`config.mk`:
```
export PLATFORM = sky130hd
export DESIGN_NAME = lcd_hex_writer
export DESIGN_NICKNAME = d
export VERILOG_FILES = /design/src/rtl/lcd_hex_writer.sv
export SDC_FILE = /design/constraint.sdc
export NUM_CORES = 1
export LEC_CHECK = 0
export CORE_ASPECT_RATIO = 0.5
export CORE_MARGIN = 3
export CORE_UTILIZATION = 61
export DETAILED_ROUTE_END_ITERATION = 16
export PLACE_DENSITY = 0.95
export SYNTH_ARGS = -nofsm -noshare
export SYNTH_HDL_FRONTEND = slang
export SYNTH_SLANG_ARGS = --single-unit
```
`constraint.sdc`:
```
create_clock -name i_clk -period 7.2 [get_ports i_clk]
set_clock_uncertainty 0.05 [all_clocks]
set_input_delay 1.44 -clock i_clk [delete_from_list [all_inputs] [get_ports i_clk]]
set_output_delay 1.44 -clock i_clk [all_outputs]
set_load 0.01 [all_outputs]
```
`src/rtl/lcd_hex_writer.sv`:
```
// Writes a SIZE_DATA_IN-bit word as upper-case hex on an HD44780-style 8-bit LCD.
// Define LCD_HEX_PREFIX_EN to emit a "0x" prefix between the address command and the digits.
module lcd_hex_writer #(
  parameter int unsigned SIZE_DATA_IN = 16,
  parameter int unsigned T_PWRUP      = 750_000,
  parameter int unsigned T_EN         = 12,
  parameter int unsigned T_CMD        = 2_000,
  parameter int unsigned T_CLR        = 82_000
) (
  input  logic                    i_clk,
  input  logic                    i_rst,
  input  logic                    i_start,
  input  logic [SIZE_DATA_IN-1:0] i_data,
  input  logic                    i_line,
  output logic                    o_ready,
  output logic                    o_done,
  output logic [7:0]              o_LCD_DATA,
  output logic                    o_LCD_E,
  output logic                    o_LCD_RW,
  output logic                    o_LCD_RS,
  output logic                    o_LCD_ON,
  output logic                    o_LCD_BLON
);

  localparam int unsigned NUM_NIB = SIZE_DATA_IN / 4;
  localparam int unsigned NIB_W   = $clog2(NUM_NIB) + 1;
  localparam int unsigned T_MAX_A = (T_PWRUP > T_CLR) ? T_PWRUP : T_CLR;
  localparam int unsigned T_MAX_B = (T_CMD > T_EN) ? T_CMD : T_EN;
  localparam int unsigned T_MAX   = (T_MAX_A > T_MAX_B) ? T_MAX_A : T_MAX_B;
  localparam int unsigned WAIT_W  = $clog2(T_MAX + 1);

  typedef enum logic [2:0] {PWRUP, SETUP, E_HI, WAIT, IDLE} state_t;

  // Points at the byte to be written after the current one completes its WAIT.
  typedef enum logic [2:0] {
    SqInit,
    SqDigit,
    SqEndInit,
    SqEndTx
`ifdef LCD_HEX_PREFIX_EN
    , SqPre0,
    SqPre1
`endif
  } seq_t;

  state_t                  state;
  seq_t                    seq_q;
  logic [WAIT_W-1:0]       wait_cnt;
  logic [NIB_W-1:0]        nib_cnt;
  logic [1:0]              init_idx;
  logic [SIZE_DATA_IN-1:0] data_q;

  logic [7:0] nxt_byte;
  logic       nxt_rs;
  logic       is_clr;
  logic       wait_end;

  function automatic logic [7:0] init_byte(input logic [1:0] idx);
    case (idx)
      2'd0:    return 8'h38;
      2'd1:    return 8'h0C;
      2'd2:    return 8'h06;
      default: return 8'h01;
    endcase
  endfunction

  function automatic logic [7:0] hex_char(input logic [3:0] n);
    return (n < 4'd10) ? (8'h30 + {4'h0, n}) : (8'h37 + {4'h0, n});
  endfunction

  assign o_LCD_RW   = 1'b0;
  assign o_LCD_ON   = 1'b1;
  assign o_LCD_BLON = 1'b1;

  always_comb begin
    nxt_byte = 8'h00;
    nxt_rs   = 1'b1;
    case (seq_q)
      SqInit: begin
        nxt_byte = init_byte(init_idx);
        nxt_rs   = 1'b0;
      end
      SqDigit: nxt_byte = hex_char(data_q[SIZE_DATA_IN-1 -: 4]);
`ifdef LCD_HEX_PREFIX_EN
      SqPre0:  nxt_byte = 8'h30;
      SqPre1:  nxt_byte = 8'h78;
`endif
      default: nxt_rs = 1'b0;
    endcase
  end

  // Clear-display needs the long settle time; everything else uses T_CMD.
  assign is_clr   = (o_LCD_DATA == 8'h01) && !o_LCD_RS;
  assign wait_end = is_clr ? (wait_cnt == WAIT_W'(T_CLR - 1)) : (wait_cnt == WAIT_W'(T_CMD - 1));

  always_ff @(posedge i_clk or posedge i_rst) begin
    if (i_rst) begin
      state      <= PWRUP;
      seq_q      <= SqInit;
      wait_cnt   <= '0;
      nib_cnt    <= '0;
      init_idx   <= '0;
      data_q     <= '0;
      o_LCD_DATA <= 8'h00;
      o_LCD_E    <= 1'b0;
      o_LCD_RS   <= 1'b0;
      o_ready    <= 1'b0;
      o_done     <= 1'b0;
    end else begin
      o_done <= 1'b0;
      case (state)
        PWRUP: begin
          if (wait_cnt == WAIT_W'(T_PWRUP - 1)) begin
            wait_cnt   <= '0;
            o_LCD_DATA <= init_byte(2'd0);
            o_LCD_RS   <= 1'b0;
            init_idx   <= 2'd1;
            seq_q      <= SqInit;
            state      <= SETUP;
          end else begin
            wait_cnt <= wait_cnt + WAIT_W'(1);
          end
        end

        SETUP: begin
          o_LCD_E <= 1'b1;
          state   <= E_HI;
        end

        E_HI: begin
          if (wait_cnt == WAIT_W'(T_EN - 1)) begin
            wait_cnt <= '0;
            o_LCD_E  <= 1'b0;
            state    <= WAIT;
          end else begin
            wait_cnt <= wait_cnt + WAIT_W'(1);
          end
        end

        WAIT: begin
          if (wait_end) begin
            wait_cnt <= '0;
            if (seq_q == SqEndInit || seq_q == SqEndTx) begin
              state   <= IDLE;
              o_ready <= 1'b1;
              o_done  <= (seq_q == SqEndTx);
            end else begin
              o_LCD_DATA <= nxt_byte;
              o_LCD_RS   <= nxt_rs;
              state      <= SETUP;
              case (seq_q)
                SqInit: begin
                  if (init_idx == 2'd3) begin
                    seq_q <= SqEndInit;
                  end else begin
                    init_idx <= init_idx + 2'd1;
                  end
                end
                SqDigit: begin
                  data_q <= data_q << 4;
                  if (nib_cnt == NIB_W'(NUM_NIB - 1)) begin
                    seq_q <= SqEndTx;
                  end else begin
                    nib_cnt <= nib_cnt + NIB_W'(1);
                  end
                end
`ifdef LCD_HEX_PREFIX_EN
                SqPre0:  seq_q <= SqPre1;
                SqPre1:  seq_q <= SqDigit;
`endif
                default: seq_q <= SqEndTx;
              endcase
            end
          end else begin
            wait_cnt <= wait_cnt + WAIT_W'(1);
          end
        end

        IDLE: begin
          if (i_start) begin
            o_ready    <= 1'b0;
            data_q     <= i_data;
            nib_cnt    <= '0;
            o_LCD_DATA <= i_line ? 8'hC0 : 8'h80;
            o_LCD_RS   <= 1'b0;
`ifdef LCD_HEX_PREFIX_EN
            seq_q      <= SqPre0;
`else
            seq_q      <= SqDigit;
`endif
            state      <= SETUP;
          end
        end

        default: state <= PWRUP;
      endcase
    end
  end

endmodule

```
**After elaboration in Yosys (flattened, before gate mapping)**

Index checks and enable logic that the tools add are counted.

- Register bits after elaboration: 59
- Latch bits: 0
- Bits in writable memories: 0
- Memory bits (read-only): 0
- Output and inout port bits: 15
- Memories: 0

- Add/subtract/negate cells: 5
- Multipliers: 0
- Div/mod/pow operators: 0
- Order comparisons: 1
- Equal/unequal tests: 28
- Shift-type cells: 0
- Multiplexer cells: 58
- Bitwise logic cells: 0
- Reduce and logical (&&, ||, !) cells: 19

Operators by type and width:

| operator | count |
|---|---|
| $mux W16 | 4 |
| $mux W20 | 3 |
| $pmux W20 S3 | 1 |
| $mux W3 | 15 |
| $mux W8 | 4 |
| $pmux W16 S2 | 1 |
| $pmux W8 S3 | 1 |
| $add A20 B1 Y20 const B | 1 |
| $eq A20 B11 Y1 const B | 1 |
| $eq A20 B17 Y1 const B | 1 |
| $eq A20 B20 Y1 const B | 1 |
| $eq A20 B4 Y1 const B | 1 |
| $pmux W6 S3 | 1 |
| $ne A2 B2 Y1 const B | 8 |
| $eq A3 B2 Y1 const B | 5 |
| $pmux W3 S5 | 1 |
| $add A6 B4 Y7 const A | 2 |
| $mux W7 | 2 |
| $pmux W7 S2 | 1 |
| $mux W1 | 12 |
| $pmux W3 S2 | 2 |
| $reduce_and A6 Y1 | 2 |
| $mux W2 | 5 |
| $reduce_and A5 Y1 | 2 |
| 24 further kinds | 34 |

**Logic depth before layout (Yosys ltp)**

- Depth after elaboration: 6
- Gate-level depth with buffers: 8
- Depth with buffers taken out: 7

**Least setup slack after synthesis**

Ideal clock, no wire load.

- Path kind: in2reg
- Start: input i_start
- End: register data_q[4]
- Setup time: 0.126 ns
- Data arrival time: 2.329 ns
- Path slack: 4.695 ns
- Cell stages on the path: 4
- Cells stage by stage: and3_1 clkbuf_1 clkbuf_1 a221o_1

- Cells in the longest elaborated chain, start to end: 2

RTL lines:

| item | RTL line | RTL |
|---|---|---|
| start: declaration | 12 | `input logic i_start,` |
| $ne A2 B2 Y1 (no line) | - |  |
| $reduce_and A5 Y1 (no line) | - |  |
| end signal: assignment | 160 | `data_q <= data_q << 4;` |
| end signal: assignment | 182 | `data_q <= i_data;` |
| end: declaration | 51 | `logic [SIZE_DATA_IN-1:0] data_q;` |

No other way between the ends.
A chain may end at the register's enable or synchronous reset.

**Worst setup path after layout**

- Start: input i_start
- End: register o_LCD_DATA[4]

- Cells in the longest elaborated chain, start to end: 2

RTL lines:

| item | RTL line | RTL |
|---|---|---|
| $ne A2 B2 Y1 (no line) | - |  |
| $reduce_and A5 Y1 (no line) | - |  |
| end signal: assignment | 115 | `o_LCD_DATA <= init_byte(2'd0);` |
| end signal: assignment | 148 | `o_LCD_DATA <= nxt_byte;` |
| end signal: assignment | 184 | `o_LCD_DATA <= i_line ? 8'hC0 : 8'h80;` |
| end: declaration | 17 | `output logic [7:0] o_LCD_DATA,` |

No other way between the ends.

==> results.yml <==
timing:
  maxSlewHeadroom_pct: 37.58
  tns_ns: 0
  finalHoldViolations: 0
  tightest_slew_ns: 0.9363
  rsz0062_at_grt: "false"
  maxSlewViolCount: 0
  fin_crit_sh_pct: 46.91
  fin_crit_ns: 3.378
  final.setup.worst_slack_ns: 3.822
  finalSetupViolCount: 0
  whs_ns: 0.4561
  clock.fmax_mhz: 296.1
routing:
  wl_met1_microns: 3222
  top_layer: "met4"
  wl_met3_microns: 701
  wl_per_cell_microns: 19.22
  dr.first_iter.drc_count: 340
  routed_wl_microns: 8341
  drc: 0
  wl_met2_microns: 4181
  ant_nets: 0
  vias_per_cell: 6.583
  vias: 2857
  drt-pass1-iter-count: 5
critical_path:
  crit_chain: "clkdlybuf4s50_1 > and3_1 > nor3_1 > nand2b_1 > mux2_4"
  critPathSlowestCell: "and3_1"
  arrival_ns: 3.57
  crit_path_max_fanout: 20
  path_class: "in2reg"
  required_ns: 7.39
  crit_path_end_kind: "flip-flop"
  cpPeakStageDelay_ns: 0.65
  cp-start-kind: "input port"
global_route:
  grt_pass1_wl_microns: 13720
  grt_antenna_before_repair: 0
  grt_pass1_vias: 2843
  grt_max_degree: 59
  grt-ovfl-total: 0
  track_usage_pct: 28.28
cells_and_area:
  seq_area_sq_um: 1451
  multi_input_area_sq_um: 1675
  fillers: 315
  layout.cells.non_filler: 434
  drive_gt1_share_pct: 9.341
  antenna_cells: 0
  syn2layout_area_growth_pct: 16.63
  nets: 388
synth:
  synth_ff_type: "dfrtp_1"
  ys_seq_area_share_pct: 44.56
  synth_area_leader_cell: "dfrtp_1"
  syn_area_per_cell_sq_um: 9.810
  synth_most_common_cell: "dfrtp_1"
  synth_top_area_share_pct: 44.56
  ys_types: 52
  synth_edf_count: 0
  syn_inst: 332
  mappedNetlistArea_sq_um: 3257
  synth_warnings: 0
  async_flop_share_pct: 100.0
  synth_common_cells: "58 x dfrtp_1, 45 x nor2_1, 28 x nor3_1"
  synth-seq-cells: 58
  ys_top_cells_by_area: "dfrtp_1 45%, nor2_1 5.2%, mux2i_1 4.6%, nor3_1 4.3%, a221o_1 3.7%"
placement:
  dp_slack_ns: 3.575
  gp_congestion: 0.8443
  port_buffers: 31
  place_inst: 418
  hpwl_microns: 5338
die:
  pin_count: 35
  die_y_microns: 57.67
  die_x_microns: 109.3
  row_count: 18
  core_area_sq_um: 5045
  die_area_sq_um: 6305
  initial_core_util_pct: 64.56
pwr:
  pwr_density_cell_nw_per_um2: 182.0
  vdd_drop_max_mv: 0.1152
  p_leak_nw: 1.622
  power_uw: 691.4
clock_network:
  cts_made_buffers: 9
  cts_sinks: 58
  path_clk_slew_ns: 0.07
  clk_latency_ns: 0.36
  post_cts_resized: 0
  root_buffer: "clkbuf_8"
  hold_buffers: 0
  postCtsSetupBuffers: 0
  htreeDepth: 3
  cts_buffer_depth: 2
  cts_tree: "done"
job:
  cap_viol_max_count: 0
run_status:
  status: "finished, final reports clean"
worst_hold_path:
  min_path_type: "reg2reg"
## final cells by class
cell class	instances	area share, %
Clock buffer	9	3.261
Clock inverter	7	2.668
Inverter	9	0.8893
Multi-Input combinational cell	248	44.10
Sequential cell	58	38.21
Tap cell	70	2.306
Timing Repair Buffer	33	8.564
## sequential cells by signal (all words and copies together) (netlist names)
register	flops
data_q	16
wait_cnt	20
o_LCD_E	1
init_idx	2
o_done	1
seq_q	2
state	3
o_ready	1
o_LCD_RS	1
o_LCD_DATA	8
nib_cnt	3
## logic make-up after synthesis
family	share of synthesized area [%]
XOR/XNOR	4.572
buffers and inverters	4.110
flip-flops	44.56
AO/OA/AOI/OAI	12.76
AND/OR/NAND/NOR	23.51
multiplexers	6.800
other	0.2306
adder cells (fa/ha/maj)	3.458
## worst paths after layout
path / start / cells after the start / slack (ns) / endpoint
min in group asynchronous: i_rst / 3 / 1.56 / o_LCD_DATA[2]
max in group asynchronous: i_rst / 3 / 5.06 / wait_cnt[11]
worst max register to register: wait_cnt[0] / 7 / 4.29 / wait_cnt[3]
worst min register to register: nib_cnt[2] / 1 / 0.46 / nib_cnt[2]
worst min-delay path: nib_cnt[2] / 1 / 0.46 / nib_cnt[2]
worst max-delay path: i_start / 5 / 3.82 / o_LCD_DATA[4]
## power by group
group	internal (mW)	total, mW	switching [mW]
logic	0.00978	0.0198	0.00998
clock network	0.197	0.346	0.149
registers	0.326	0.326	0
## cell usage in the layout, fill, tap and decap left out, types with 9 or more instances in the layout
cell type	netlist	routed
a221o_1	12	12
nor2_1	45	45
mux2i_1	15	15
ha_1	9	9
clkbuf_8	0	9
nand2_1	25	25
xor2_1	10	10
dfrtp_1	58	58
nor3_1	28	28
clkdlybuf4s50_1	0	31
## critical path: cells and delay by family
family / cells / cell delay (ns)
muxes: 1 / 0.38
buffers and inverters: 1 / 0.51
and+or+nand+nor: 3 / 1.23
## layer usage
layer / track usage, % / vias up
li1: - / 1244
met1: 33.33 / 1397
met2: 48.74 / 174
met3: 9.121 / 42
met4: 11.01 / 0
met5: 0 / -
## metrics by stage
stage	area [sq um]	utilization (%)
after floorplan	3261	-
after global placement	3573	70.83
after detailed placement	3573	70.83
after CTS	3799	75.30
after global routing	3799	75.30
final	3799	75.30
Note: power is estimated with default switching activity, not from simulation.
